===== src/rtl/mine_spawn_ctrl_pkg.sv =====
// Shared types and constants for the mine spawn scheduler.
package mine_pkg;

  typedef enum logic [2:0] {
    IDLE_ST,
    WAIT_FRAME_ST,
    AGE_ST,
    SPAWN_CHECK_ST,
    SPAWN_ST
  } state_e;

  localparam int unsigned LFSR_W   = 16;
  // Galois taps for x^16 + x^14 + x^13 + x^11 + 1 (right-shifting form)
  localparam logic [LFSR_W-1:0] LFSR_TAPS = 16'hB400;
  localparam int unsigned SAMPLE_W = 9;
  localparam int unsigned LIFE_W   = 10;
  localparam int unsigned TIMER_W  = 8;
  localparam int unsigned X_W      = 11;

  // One Galois step: shift right, fold the dropped bit back through the taps.
  function automatic logic [LFSR_W-1:0] lfsr_next(input logic [LFSR_W-1:0] cur);
    return (cur >> 1) ^ (cur[0] ? LFSR_TAPS : '0);
  endfunction

endpackage


===== src/rtl/mine_spawn_ctrl_if.sv =====
// Frame/collision side <-> scheduler bundle.
interface mine_spawn_ctrl_if
  import mine_pkg::*;
#(
  parameter int unsigned NUM_MINES = 4
);
  logic                    startOfFrame;
  logic                    enable;
  logic [NUM_MINES-1:0]    killReq;
  logic [NUM_MINES-1:0]    mineActive;
  logic [NUM_MINES-1:0]    mineLoad;
  logic signed [X_W-1:0]   loadX;
  logic                    spawnSkipped;

  // Scheduler view
  modport master (
    input  startOfFrame, enable, killReq,
    output mineActive, mineLoad, loadX, spawnSkipped
  );

  // Frame-sync / collision / mover view
  modport slave (
    output startOfFrame, enable, killReq,
    input  mineActive, mineLoad, loadX, spawnSkipped
  );
endinterface


===== src/rtl/mine_spawn_ctrl_lfsr.sv =====
// 16-bit Galois LFSR, advanced only on request; exposes the low bits used for X.
module mine_lfsr
  import mine_pkg::*;
#(
  parameter logic [LFSR_W-1:0] SEED = 16'hACE1
) (
  input  logic                clk,
  input  logic                resetN,
  input  logic                step,
  output logic [SAMPLE_W-1:0] sample
);

  logic [LFSR_W-1:0] value;

  // Shift register advance
  always_ff @(posedge clk or negedge resetN) begin
    if (!resetN)   value <= SEED;
    else if (step) value <= lfsr_next(value);
  end

  assign sample = value[SAMPLE_W-1:0];

endmodule


===== src/rtl/mine_spawn_ctrl.sv =====
// Per-frame mine pool scheduler: ages slots, retires expired mines, spawns periodically.
module mine_spawn_ctrl
  import mine_pkg::*;
#(
  parameter int unsigned       NUM_MINES     = 4,
  parameter int unsigned       SPAWN_PERIOD  = 90,
  parameter int unsigned       MINE_LIFETIME = 300,
  parameter int unsigned       X_MIN         = 32,
  parameter int unsigned       X_MAX         = 448,
  parameter logic [LFSR_W-1:0] LFSR_SEED     = 16'hACE1
) (
  input  logic               clk,
  input  logic               resetN,
  mine_spawn_ctrl_if.master  bus
);

  localparam int unsigned IDX_W  = (NUM_MINES > 1) ? $clog2(NUM_MINES) : 1;
  localparam int unsigned X_SPAN = X_MAX - X_MIN;
  localparam int unsigned CAND_W = SAMPLE_W + 1;

  state_e                    state_q, state_d;
  logic [NUM_MINES-1:0]      active_q, active_d;
  logic [NUM_MINES-1:0]      load_q, load_d;
  logic                      skipped_q, skipped_d;
  logic signed [X_W-1:0]     loadx_q, loadx_d;
  logic [TIMER_W-1:0]        timer_q, timer_d;
  logic [IDX_W-1:0]          slot_idx_q, slot_idx_d;
  logic [IDX_W-1:0]          spawn_slot_q, spawn_slot_d;
  logic [LIFE_W-1:0]         life_q [NUM_MINES];
  logic [LIFE_W-1:0]         life_d [NUM_MINES];

  logic                      lfsr_step;
  logic [SAMPLE_W-1:0]       lfsr_sample;
  logic [CAND_W-1:0]         cand;
  logic [X_W-1:0]            spawn_x;
  logic                      free_found;
  logic [IDX_W-1:0]          free_slot;

  mine_lfsr #(.SEED(LFSR_SEED)) u_lfsr (
    .clk    (clk),
    .resetN (resetN),
    .step   (lfsr_step),
    .sample (lfsr_sample)
  );

  // Fold the 9-bit random sample into [X_MIN, X_MAX] with one conditional subtract
  always_comb begin
    cand = {1'b0, lfsr_sample};
    if (cand > CAND_W'(X_SPAN)) cand = cand - CAND_W'(X_SPAN + 1);
    spawn_x = X_W'(X_MIN) + X_W'(cand);
  end

  // Lowest-index inactive slot
  always_comb begin
    free_found = 1'b0;
    free_slot  = '0;
    for (int i = NUM_MINES - 1; i >= 0; i--) begin
      if (!active_q[i]) begin
        free_found = 1'b1;
        free_slot  = IDX_W'(i);
      end
    end
  end

  // State and datapath registers
  always_ff @(posedge clk or negedge resetN) begin
    if (!resetN) begin
      state_q      <= IDLE_ST;
      active_q     <= '0;
      load_q       <= '0;
      skipped_q    <= 1'b0;
      loadx_q      <= $signed(X_W'(X_MIN));
      timer_q      <= TIMER_W'(SPAWN_PERIOD);
      slot_idx_q   <= '0;
      spawn_slot_q <= '0;
      for (int i = 0; i < NUM_MINES; i++) life_q[i] <= '0;
    end else begin
      state_q      <= state_d;
      active_q     <= active_d;
      load_q       <= load_d;
      skipped_q    <= skipped_d;
      loadx_q      <= loadx_d;
      timer_q      <= timer_d;
      slot_idx_q   <= slot_idx_d;
      spawn_slot_q <= spawn_slot_d;
      for (int i = 0; i < NUM_MINES; i++) life_q[i] <= life_d[i];
    end
  end

  // Next-state and next-output logic
  always_comb begin
    state_d      = state_q;
    active_d     = active_q;
    load_d       = '0;
    skipped_d    = 1'b0;
    loadx_d      = loadx_q;
    timer_d      = timer_q;
    slot_idx_d   = slot_idx_q;
    spawn_slot_d = spawn_slot_q;
    lfsr_step    = 1'b0;
    for (int i = 0; i < NUM_MINES; i++) life_d[i] = life_q[i];

    case (state_q)
      IDLE_ST: begin
        active_d = '0;
        timer_d  = TIMER_W'(SPAWN_PERIOD);
        state_d  = WAIT_FRAME_ST;
      end
      WAIT_FRAME_ST: begin
        if (bus.startOfFrame) begin
          slot_idx_d = '0;
          lfsr_step  = 1'b1;
          state_d    = AGE_ST;
        end
      end
      AGE_ST: begin
        if (active_q[slot_idx_q]) begin
          life_d[slot_idx_q] = life_q[slot_idx_q] - 1'b1;
          if (life_q[slot_idx_q] == LIFE_W'(1)) active_d[slot_idx_q] = 1'b0;
        end
        if (slot_idx_q == IDX_W'(NUM_MINES - 1)) state_d = SPAWN_CHECK_ST;
        else slot_idx_d = slot_idx_q + 1'b1;
      end
      SPAWN_CHECK_ST: begin
        timer_d = timer_q - 1'b1;
        state_d = WAIT_FRAME_ST;
        if (timer_q == TIMER_W'(1)) begin
          timer_d = TIMER_W'(SPAWN_PERIOD);
          if (free_found) begin
            spawn_slot_d = free_slot;
            state_d      = SPAWN_ST;
          end else begin
            skipped_d = 1'b1;
          end
        end
      end
      SPAWN_ST: state_d = WAIT_FRAME_ST;
      default:  state_d = IDLE_ST;
    endcase

    // Kills land in any state; a spawn on the same slot overrides the kill of the old mine
    active_d = active_d & ~bus.killReq;
    if (state_q == SPAWN_ST) begin
      active_d[spawn_slot_q] = 1'b1;
      life_d[spawn_slot_q]   = LIFE_W'(MINE_LIFETIME);
      load_d[spawn_slot_q]   = 1'b1;
      loadx_d                = $signed(spawn_x);
    end

    if (!bus.enable) begin
      state_d   = IDLE_ST;
      active_d  = '0;
      load_d    = '0;
      skipped_d = 1'b0;
      loadx_d   = loadx_q;
      lfsr_step = 1'b0;
    end
  end

  assign bus.mineActive   = active_q;
  assign bus.mineLoad     = load_q;
  assign bus.loadX        = loadx_q;
  assign bus.spawnSkipped = skipped_q;

endmodule


===== src/flat_wrapper.sv =====
// flat-port wrapper written by rule: the top's interface ports become plain ports
module mine_spawn_ctrl_flat import mine_pkg::*;
#(
  parameter int unsigned       NUM_MINES     = 4,
  parameter int unsigned       SPAWN_PERIOD  = 90,
  parameter int unsigned       MINE_LIFETIME = 300,
  parameter int unsigned       X_MIN         = 32,
  parameter int unsigned       X_MAX         = 448,
  parameter logic [LFSR_W-1:0] LFSR_SEED     = 16'hACE1
)
  (clk, resetN, bus_startOfFrame, bus_enable, bus_killReq, bus_mineActive, bus_mineLoad, bus_loadX, bus_spawnSkipped);
  mine_spawn_ctrl_if #(.NUM_MINES(NUM_MINES)) bus_i ();
  input  logic clk;
  input  logic resetN;
  input wire logic [$bits(bus_i.startOfFrame)-1:0] bus_startOfFrame;
  input wire logic [$bits(bus_i.enable)-1:0] bus_enable;
  input wire logic [$bits(bus_i.killReq)-1:0] bus_killReq;
  output wire logic [$bits(bus_i.mineActive)-1:0] bus_mineActive;
  output wire logic [$bits(bus_i.mineLoad)-1:0] bus_mineLoad;
  output wire logic [$bits(bus_i.loadX)-1:0] bus_loadX;
  output wire logic [$bits(bus_i.spawnSkipped)-1:0] bus_spawnSkipped;
  assign bus_i.startOfFrame = bus_startOfFrame;
  assign bus_i.enable = bus_enable;
  assign bus_i.killReq = bus_killReq;
  assign bus_mineActive = bus_i.mineActive;
  assign bus_mineLoad = bus_i.mineLoad;
  assign bus_loadX = bus_i.loadX;
  assign bus_spawnSkipped = bus_i.spawnSkipped;
  mine_spawn_ctrl #(.NUM_MINES(NUM_MINES), .SPAWN_PERIOD(SPAWN_PERIOD), .MINE_LIFETIME(MINE_LIFETIME), .X_MIN(X_MIN), .X_MAX(X_MAX), .LFSR_SEED(LFSR_SEED)) u_core (.clk(clk), .resetN(resetN), .bus(bus_i));
endmodule

===== config.mk =====
export PLATFORM = sky130hd
export DESIGN_NAME = mine_spawn_ctrl_flat
export DESIGN_NICKNAME = d
export VERILOG_FILES = /design/src/rtl/mine_spawn_ctrl_pkg.sv /design/src/rtl/mine_spawn_ctrl_if.sv /design/src/rtl/mine_spawn_ctrl_lfsr.sv /design/src/rtl/mine_spawn_ctrl.sv /design/src/flat_wrapper.sv
export SDC_FILE = /design/constraint.sdc
export NUM_CORES = 1
export LEC_CHECK = 0
export CAP_MARGIN = 5
export CORE_UTILIZATION = 35
export CTS_BUF_LIST = sky130_fd_sc_hd__clkbuf_2 sky130_fd_sc_hd__clkbuf_4 sky130_fd_sc_hd__clkbuf_8
export DETAILED_ROUTE_END_ITERATION = 12
export PLACE_DENSITY_LB_ADDON = 0.1
export SYNTH_ARGS = -nofsm -noshare
export SYNTH_HDL_FRONTEND = slang
export SYNTH_SLANG_ARGS = --single-unit
export TNS_END_PERCENT = 30

===== constraint.sdc =====
create_clock -name clk -period 2.8 [get_ports clk]
set_clock_uncertainty 0.05 [all_clocks]
set_input_delay 0.56 -clock clk [delete_from_list [all_inputs] [get_ports clk]]
set_output_delay 0.56 -clock clk [all_outputs]
set_load 0.1 [all_outputs]

==> impl_metrics.py <==
metrics = {
    "sta": {
        "timing.final.crit_period_ps": 2609,
        "finalSetupViolations": 0,
        "tns_ps": 0,
        "max_freq_ghz": 0.3833,
        "setup_ws_ps": 191.1,
        "finalCritPeriodShare_pct": 93.18,
        "tightest_slew_ps": 703.1,
        "drv_slew": 0,
        "grt_setup_unrepaired": "false",
        "slew_headroom_pct": 53.13,
        "finalHoldViolCount": 0,
    },
    "synthesis": {
        "ys_seq_elements": 91,
        "async_flop_share_pct": 100.0,
        "synth_top_area_cell": "dfrtp_1",
        "synthFlopType": "dfrtp_1",
        "syn_inst": 462,
        "synth_area_leaders": "dfrtp_1 41%, dfstp_2 7.2%, nor2_1 3.7%, nand2_1 3.4%, o21ai_0 3.4%",
        "avgSynthCellArea_sq_um": 10.22,
        "syn_area_sq_um": 4722,
        "syn_nets": 480,
        "synth_top_area_share_pct": 41.34,
        "yosysSeqAreaShare_pct": 48.57,
        "yosysUniqueCellTypes": 52,
        "yosys_warnings": 0,
        "synth_edf_count": 0,
    },
    "setup_path": {
        "path_max_fanout": 8,
        "crit_arrival_ps": 2880,
        "critPathKind": "register to register",
        "critPathLaunchType": "register",
        "crit_path_end_kind": "register",
        "cp.required_ps": 3070,
    },
    "detailed_routing": {
        "drcViolationCount": 0,
        "drtAntennaViolNets": 0,
        "vias": 3540,
        "avgViaCountPerCell": 5.299,
        "drt_iter0_markers": 211,
        "wl_mm": 11.23,
        "drt_first_pass_iters": 4,
        "routedWlPerCell_um": 16.82,
    },
    "power_and_ir_drop": {
        "ir_worst_vdd_mv": 0.2053,
        "pwr_density_cell_nw_per_um2": 510.1,
        "leakagePower_nw": 2.381,
    },
    "die": {
        "io-pin-count": 28,
        "core_sq_um": 13190,
        "die_area_sq_um": 13960,
        "num_rows": 42,
        "die_h_um": 118.2,
        "die_x_um": 118.2,
        "start_util_pct": 35.80,
    },
    "layout": {
        "antenna_cells": 0,
        "fin_util_pct": 40.67,
        "final_cell_mix": "78 x dfrtp_1, 46 x nor2_1, 43 x nand2_1",
        "final_nets": 505,
        "stdcell_area_sq_um": 5364,
        "fillerInstances": 1301,
        "syn2layout_area_growth_pct": 13.59,
        "layout_commonest_cell": "dfrtp_1",
        "final_cells": 668,
        "layout-drive-gt1-share_pct": 18.09,
    },
    "clocking": {
        "clk_pin_slew_ps": 90,
        "cts.path.max_buffers": 2,
        "ctsHtreeMaxLevel": 3,
        "insertion_delay_ps": 380,
        "cts_made_buffers": 9,
        "cts_sinks": 91,
        "clockRootBuffer": "clkbuf_8",
        "cts_tree": "yes",
    },
    "global_routing": {
        "grt_pass1_wl_mm": 19.06,
        "antenna_found_initial": 0,
        "grt_max_degree": 41,
        "grt_overflow_total": 0,
        "grt_use_total_pct": 17.64,
        "first_global_vias": 3544,
    },
    "place": {
        "gp_congestion": 0.7674,
        "port_buffers": 27,
        "dp.cells": 652,
        "hpwl_mm": 7.933,
        "placed_area_sq_um": 5119,
        "dp_slack_ps": 214.0,
    },
    "run_status": {
        "status": "completed",
    },
    "worst_hold_path": {
        "hp-class": "primary input to asynchronous set/reset pin",
    },
    "flow_run": {
        "maxCapViolCount": 0,
    },
}
==> registers in the layout, summed over array words and instances, names as in the netlist <==
signal                   cells
u_core.bus.mineActive        4
u_core.u_lfsr.value         16
u_core.timer_q               8
u_core.slot_idx_q            2
u_core.bus.mineLoad          4
u_core.life_q               40
u_core.bus.loadX            11
u_core.spawn_slot_q          2
u_core.bus.spawnSkipped      1
u_core.state_q               3
==> per-layer routing <==
| layer | GRT usage, % | vias up | part of all wire, % |
|---|---|---|---|
| met5 | 0 | - | 0 |
| met4 | 5.208 | 0 | 0.53 |
| met3 | 4.199 | 4 | 2.7 |
| met2 | 26.84 | 40 | 48 |
| met1 | 24.89 | 1771 | 49 |
| li1 | - | 1725 | - |
==> cells in the mapped netlist, types with 2 or more instances <==
cell and count:
nand2_1 43, nor3b_1 11, nor2_1 46, mux2i_1 6
clkbuf_1 22, dfrtp_1 78, ha_1 10, nor4_1 5
nand3_1 21, clkbuf_8 5, buf_6 2, o211ai_1 2
nor4b_1 3, nor3_1 8, xor2_1 4, and3_1 7
a31oi_1 7, a32oi_1 2, inv_1 15, xnor2_1 8
and2_1 5, o22ai_1 2, o21a_1 3, mux4_2 5
mux4_1 6, and4_1 2, mux2_2 12, or3_1 7
a21oi_1 30, o31ai_1 2, a211o_1 3, a211oi_1 17
o21ai_0 32, dfstp_2 13
==> final timing paths <==
check                           cells after the start  slack [ps]                      end                    start
worst max-delay path                                7         190         u_core.life_q[8]     u_core.slot_idx_q[0]
worst min-delay path                                1         120         u_core.life_q[4]                   resetN
worst max register to register                      7         190         u_core.life_q[8]     u_core.slot_idx_q[0]
worst min register to register                      2         430  u_core.u_lfsr.value[10]  u_core.u_lfsr.value[10]
max in group asynchronous                           2        1840   u_core.u_lfsr.value[6]                   resetN
min in group clk                                    2         430  u_core.u_lfsr.value[10]  u_core.u_lfsr.value[10]
==> kinds of logic after synthesis <==
group | Yosys count | synth area share (%)
compound gates | 111 | 14.47
buf+inv | 44 | 4.875
fa+ha+maj | 10 | 2.650
simple gates | 165 | 17.36
xor+xnor | 12 | 2.226
mux | 29 | 9.857
flops | 91 | 48.57
==> area by class of cell <==
cell class / count / area [sq um] / share of cell area [%]
clock inverter: 7 / 116.4 / 2.169
inverter: 15 / 56.30 / 1.050
clock buffer: 9 / 123.9 / 2.309
timing repair buffer: 43 / 350.3 / 6.531
sequential: 91 / 2293 / 42.76
multi-input combinational: 327 / 2203 / 41.08
tap: 176 / 220.2 / 4.105
==> where the power goes <==
part / internal, mW / total [mW] / switching (mW)
logic: 0.126 / 0.288 / 0.162
registers: 1.33 / 1.37 / 0.0443
clock network: 0.591 / 1.07 / 0.484
==> stage by stage <==
stage	power [mW]	hold slack, ps
2_1_floorplan	1.606	214.4
3_3_place_gp	1.691	416.6
3_5_place_dp	1.691	418.4
4_1_cts	2.790	118.4
5_1_grt	2.865	140.2
6_report	2.736	116.6
==> repair_timing <==
action / CTS / global route
hold buffers: 0 / 0
setup endpoints to repair: 0 / 2
gates resized for setup: 0 / 1
buffers inserted: 0 / 0
==> worst max-delay path, stage by stage (launching register included) <==
cell and delay [ps]:
dfrtp_1 540, mux4_1 670, inv_1 110, ha_1 210
and4_1 250, o211ai_1 230, or3_1 400, nand3_1 90
(Power assumes the default switching activity.)
